**src/rtl/mem_arbiter.sv**
```systemverilog
// Shares one single-port synchronous RAM between the fetch (IF) and load/store (LS) requesters.
// One access outstanding at a time; a starvation counter lets IF win after STARVE_MAX lost contests.
module mem_arbiter #(
  parameter int ADDR_W     = 11,
  parameter int DATA_W     = 32,
  parameter int RD_LAT     = 1,
  parameter int STARVE_MAX = 4
) (
  input  logic              clk,
  input  logic              rst,
  input  logic              if_req,
  input  logic [ADDR_W-1:0] if_addr,
  output logic              if_gnt,
  output logic              if_rvalid,
  output logic [DATA_W-1:0] if_rdata,
  input  logic              ls_req,
  input  logic              ls_we,
  input  logic [ADDR_W-1:0] ls_addr,
  input  logic [DATA_W-1:0] ls_wdata,
  output logic              ls_gnt,
  output logic              ls_rvalid,
  output logic [DATA_W-1:0] ls_rdata,
  output logic [ADDR_W-1:0] ram_addr,
  output logic [DATA_W-1:0] ram_wdata,
  output logic              ram_w_en,
  input  logic [DATA_W-1:0] ram_rdata,
  output logic              busy
);
  localparam int SW = $clog2(STARVE_MAX + 1);
  localparam int CW = $clog2(RD_LAT + 1);

  typedef enum logic [1:0] {IDLE, ACCESS, WAIT, RESP} state_t;

  state_t          state, state_nxt;
  logic [SW-1:0]   starve_cnt, starve_nxt;
  logic [CW-1:0]   wait_cnt, wait_nxt;
  logic            own_ls, we_q;
  logic            both, if_win, ls_win, in_idle;

  always_comb begin
    both    = if_req && ls_req;
    if_win  = if_req && (!ls_req || starve_cnt == SW'(STARVE_MAX));
    ls_win  = ls_req && !if_win;
    in_idle = (state == IDLE) && !rst;
  end

  assign if_gnt    = in_idle && if_win;
  assign ls_gnt    = in_idle && ls_win;
  assign if_rvalid = (state == RESP) && !own_ls && !rst;
  assign ls_rvalid = (state == RESP) && own_ls && !rst;
  assign if_rdata  = if_rvalid ? ram_rdata : '0;
  assign ls_rdata  = ls_rvalid ? ram_rdata : '0;
  assign busy      = (state != IDLE);

  always_comb begin
    state_nxt  = state;
    starve_nxt = starve_cnt;
    wait_nxt   = wait_cnt;
    case (state)
      IDLE: begin
        if (if_gnt || ls_gnt) state_nxt = ACCESS;
        // LS wins a contest only below STARVE_MAX, so the increment saturates there
        if (!if_req || if_gnt)
          starve_nxt = '0;
        else if (both && starve_cnt != SW'(STARVE_MAX))
          starve_nxt = starve_cnt + 1'b1;
      end
      ACCESS: begin
        if (we_q)
          state_nxt = IDLE;
        else if (RD_LAT == 1)
          state_nxt = RESP;
        else begin
          state_nxt = WAIT;
          wait_nxt  = CW'(RD_LAT - 1);
        end
      end
      WAIT: begin
        if (wait_cnt == CW'(1))
          state_nxt = RESP;
        else
          wait_nxt = wait_cnt - 1'b1;
      end
      RESP:    state_nxt = IDLE;
      default: state_nxt = IDLE;
    endcase
  end

  always_ff @(posedge clk) begin
    if (rst) begin
      state      <= IDLE;
      starve_cnt <= '0;
      wait_cnt   <= '0;
      own_ls     <= 1'b0;
      we_q       <= 1'b0;
      ram_addr   <= '0;
      ram_wdata  <= '0;
      ram_w_en   <= 1'b0;
    end else begin
      state      <= state_nxt;
      starve_cnt <= starve_nxt;
      wait_cnt   <= wait_nxt;
      ram_w_en   <= ls_gnt && ls_we;
      // ram_addr holds from ACCESS through RESP since grants only occur in IDLE
      if (if_gnt) begin
        own_ls   <= 1'b0;
        we_q     <= 1'b0;
        ram_addr <= if_addr;
      end else if (ls_gnt) begin
        own_ls    <= 1'b1;
        we_q      <= ls_we;
        ram_addr  <= ls_addr;
        ram_wdata <= ls_wdata;
      end
    end
  end
endmodule
```
**config.mk**
```make
export PLATFORM = sky130hd
export DESIGN_NAME = mem_arbiter
export DESIGN_NICKNAME = d
export VERILOG_FILES = /design/src/rtl/mem_arbiter.sv
export SDC_FILE = /design/constraint.sdc
export NUM_CORES = 1
export LEC_CHECK = 0
export CORE_MARGIN = 2
export CORE_UTILIZATION = 33
export DETAILED_ROUTE_END_ITERATION = 10
export PLACE_DENSITY = 0.79
export SYNTH_ARGS = -nofsm -noshare
export SYNTH_HDL_FRONTEND = slang
export SYNTH_SLANG_ARGS = --single-unit
export TNS_END_PERCENT = 5
```
**constraint.sdc**
```tcl
create_clock -name clk -period 2.44 [get_ports clk]
set_clock_uncertainty 0.2 [all_clocks]
set_input_delay 0.488 -clock clk [delete_from_list [all_inputs] [get_ports clk]]
set_output_delay 0.488 -clock clk [all_outputs]
set_load 0.05 [all_outputs]
```
**Word level (Yosys, flattened, before mapping)**

Cells that the tools add are included.

- Flip-flop bits (word level): 52
- Output and inout bits: 113
- Logic and storage cells: 57

- $add $sub $neg: 2
- Equal/unequal tests: 7
- Muxes and demuxes: 11
- Bitwise operators: 1
- Reductions and logical operators: 28

Operators by type and width:

| operator | count |
|---|---|
| 2-to-1 mux 32 bit | 2 |
| 2-to-1 mux 11 bit | 2 |
| logical AND 1 bit | 12 |
| one-hot mux 2 bit (4 select lines) | 1 |
| 2-to-1 mux 2 bit | 3 |
| 2-to-1 mux 3 bit | 2 |
| AND reduction 2 bit | 3 |
| nonzero test 2 bit | 3 |
| zero test 1 bit | 5 |
| == test 2 bit, second input constant | 2 |
| adder 3 x 1 -> 3 bit, second input constant | 1 |
| == test 3 bit, second input constant | 1 |
| logical OR 1 bit | 3 |
| != test 3 bit, second input constant | 1 |
| == test 2 x 1 -> 1 bit, second input constant | 1 |
| zero test 2 bit | 1 |
| != test 2 x 1 -> 1 bit, second input constant | 1 |
| != test 2 bit, second input constant | 1 |
| OR reduction 2 bit | 1 |
| 2-to-1 mux 1 bit | 1 |
| NOT 1 bit | 1 |
| subtractor 1 bit, second input constant | 1 |

**Depth between registers and ports, before layout**

Gate-level depths: netlist of run 1.

- Depth in word-level cells: 9
- Gate-level depth with buffers: 7
- Mapped depth without buffers: 5

**Worst setup path after synthesis of run 1**

No wires, ideal clock.

- Path type: input to output
- Start point: input port rst
- End point: output port ls_gnt
- Arrival: 2.077 ns
- Setup slack: -0.325 ns
- Stages: 5
- Buffers on the path: 3
- Cell sequence: buf_2 > or4b_1 > buf_2 > buf_6 > nor2_1

- Longest elaborated chain between the ends: 3

RTL lines:

| element | RTL line | RTL |
|---|---|---|
| from (decl) | 10 | `input logic rst,` |
| zero test 1 bit | 44 | `in_idle = (state == IDLE) && !rst;` |
| logical AND 1 bit | 44 |  |
| logical AND 1 bit | 48 | `assign ls_gnt = in_idle && ls_win;` |
| to (decl) | 20 | `output logic ls_gnt,` |

Every way passes these cells.

**Worst setup path after layout of run 1**

- Start point: register state[1]
- End point: output port ls_rdata[6]

- Longest elaborated chain between the ends: 4

RTL lines:

| element | RTL line | RTL |
|---|---|---|
| from (decl) | 34 | `state_t state, state_nxt;` |
| from (signal assigned) | 100 | `state <= state_nxt;` |
| == test 2 bit | 50 | `assign ls_rvalid = (state == RESP) && own_ls && !rst;` |
| logical AND 1 bit (2 in a row) | 50 |  |
| 2-to-1 mux 32 bit | 52 | `assign ls_rdata = ls_rvalid ? ram_rdata : '0;` |
| to (decl) | 22 | `output logic [DATA_W-1:0] ls_rdata,` |

Every way passes these cells.

==> results of run 1 <==
-- worst max-delay path: stages (launching register included) --
cell and delay [ps]:
dfxtp_4 410, nand2_1 130, nor3b_4 240, buf_12 200, and2_1 210, buf_12 150
-- per-stage QoR --
stage	hold slack (ps)	cell area, um2	total power, W	cells	util
floorplan	233	2580	0.00146	310	-
global placement	249	5390	0.00183	599	0.705
detailed placement	261	5390	0.00185	599	0.705
CTS	275	5520	0.00247	607	0.721
global route	299	5530	0.00256	607	0.723
finish	273	5530	0.00246	607	0.723
-- path summary, 6_finish.rpt --
kind	slack [ps]	start	end	cells after the start
max	100	state[1]	ls_rdata[6]	5
min	270	wait_cnt	wait_cnt	2
max reg2reg	360	starve_cnt[0]	we_q	6
min reg2reg	270	wait_cnt	wait_cnt	2
-- cell type report --
cell class                 instances  area (um2)  share of cell area
tap                              102         128              0.0231
sequential                        52        1050               0.190
clock inverter                     2        38.8             0.00701
clock buffer                       6        82.6              0.0149
inverter                           6        22.5             0.00407
timing repair buffer             218        2860               0.517
multi-input combinational        221        1350               0.245
-- logic make-up (layout without fill, tap and decap cells) --
family                   Yosys count  after routing
AO/OA/AOI/OAI                     88             88
adder cells (fa/ha/maj)            2              2
buffers and inverters             37            232
flip-flops                        52             52
AND/OR/NAND/NOR                  131            131
-- metal layers --
metal  vias to the layer above  share of wire  GRT usage
met4                         0          0.010     0.0560
met5                         -              0          0
met2                       145           0.52      0.434
met3                         9           0.13      0.121
met1                      1365           0.34      0.238
li1                       1472              -          -
-- sequential cells by signal, indices dropped and copies added, names as in the netlist --
register and flops:
own_ls 1, state 2, we_q 1, wait_cnt 1, ram_wdata 32, ram_addr 11, ram_w_en 1, starve_cnt 3
-- power by group through the flow --
stage | clock network (W) | registers (W) | logic (W)
3_3_place_gp | 0 | 0.000982 | 0.000853
2_1_floorplan | 0 | 0.00117 | 0.000288
3_5_place_dp | 0 | 0.000986 | 0.000868
4_1_cts | 0.000634 | 0.000969 | 0.000872
6_report | 0.000618 | 0.000970 | 0.000870
5_1_grt | 0.000668 | 0.000981 | 0.000915
-- repair_timing --
| item | CTS | global route |
|---|---|---|
| setup endpoints to repair | 65 | 41 |
| resized for setup | 3 | 4 |
| hold buffers | 0 | 0 |
| pin swaps | 1 | 2 |
-- cell usage in the layout (no fill, tap or decap), types with 2 or more instances in the layout --
master             n
nand4_1            2
dfxtp_4            2
and3_1            12
a21oi_1           40
nor3_1             2
a221o_1           11
nand3_1           34
buf_12            71
clkbuf_8           6
dfxtp_1           50
inv_1              5
nand2_1            5
ha_1               2
and2_1            64
buf_4             13
clkdlybuf4s50_1  132
o21ai_1           33
==> out/qor.yml, run 1 <==
synth_area_leaders: "dfxtp_1, and2_1, a21oi_1"
grt_start_max_net_pins: 35
seq_area_frac_synth: 0.405
synthArstFlopShare: 0
finalHoldViolations: 0
drive_gt1_frac: 0.206
ant_nets: 0
cts_buffer_depth: 2
p_leak_nw: 2.14
period_share: 0.957
synth_top_cell_by_area: "dfxtp_1"
synth_adder_area_share: 0.00973
initial_core_util: 0.336
ctsRootBufferMaster: "clkbuf_8"
dieArea_mm2: 0.00851
cp_max_fo: 33
cp.arrival_ps: 1650
fin_tns_setup_ps: 0
grt_pass1_wl_um: 16000
switching_share: 0.331
status: "finished clean"
syn-cell-area_mm2: 0.00257
synthSimpleGateAreaFrac: 0.312
yosysMostFrequentCell: "and2_1"
p_switching_w: 0.000814
cts_made_buffers: 5
h-tree-depth: 2
synth_top_flop_cell: "dfxtp_1"
synth-xor-area-share: 0
yosys.area.top_type_share: 0.405
p_clk_frac: 0.251
layout_min_cycle_time_ps: 2340
die_w_um: 92.3
finalWirelength_um: 10000
worstMarginPinSlew_ps: 534
cts_num_sinks: 52
io-pin-count: 204
first_iter_violations: 126
grtUsageTotal: 0.237
maxSlewHeadroom: 0.643
synthMuxAreaShare: 0
viasPerCell: 4.93
ys_types: 34
syn2layout_area_growth_pct: 115
grt_pass1_vias: 3153
synth_edf_count: 0
critPathKind: "reg2out"
slew_viol_final: 0
core_area_mm2: 0.00765
crit_required_ps: 1750
synth_fp_nets: 403
fp.dieH_um: 92.3
nFillCells: 562
finalSetupViolations: 0
clkTransAtPathRegs_ps: 90
portBuffers: 203
fmax_mhz: 428
drc: 0
ys.warnings.count: 0
synth-compound-area-share: 0.197
worstSkewPairLatency_ps: 300
seq_power_share: 0.395
wl_per_cell_um: 16.5
post-cts-setup-buffers: 0
vias: 2991
ys_ff_latch: 52
dpl_worst_slack_ps: -62.2
critPathLaunchType: "flip-flop"
dp_hpwl_um: 7800
end_kind: "output pin"
drtPass1Iterations: 4
syn_area_per_cell_um2: 8.29
num-nets-final: 597
antenna_found_initial: 0
cts_tree: "built"
grt-ovfl-total: 0
rows: 32
netlist_instances: 310
diodes: 0
pwr-share-comb: 0.354
p_per_area_mw_per_mm2: 445
gp_congestion: 0.756
synth_top_family_by_area: "simple AND/OR/NAND/NOR gates"
setup_slack_ps: 104
hp-class: "reg2reg"
intPower_w: 0.00164
cap_violations: 0
ir_drop_v: 0.000268
netlist_top_cells_count: "and2_1, dfxtp_1, a21oi_1"
(Power assumes the default switching activity.)
==> run 2, diff against run 1 <==
--- a/config.mk
+++ b/config.mk
@@ -5,6 +5,7 @@
 export SDC_FILE = /design/constraint.sdc
 export NUM_CORES = 1
 export LEC_CHECK = 0
+export ABC_CLOCK_PERIOD_IN_PS = 2440
 export CORE_MARGIN = 2
 export CORE_UTILIZATION = 33
 export DETAILED_ROUTE_END_ITERATION = 10
==> results of run 2 <==
Same layout as run 1: the final DEF is identical, and so are final timing and power.
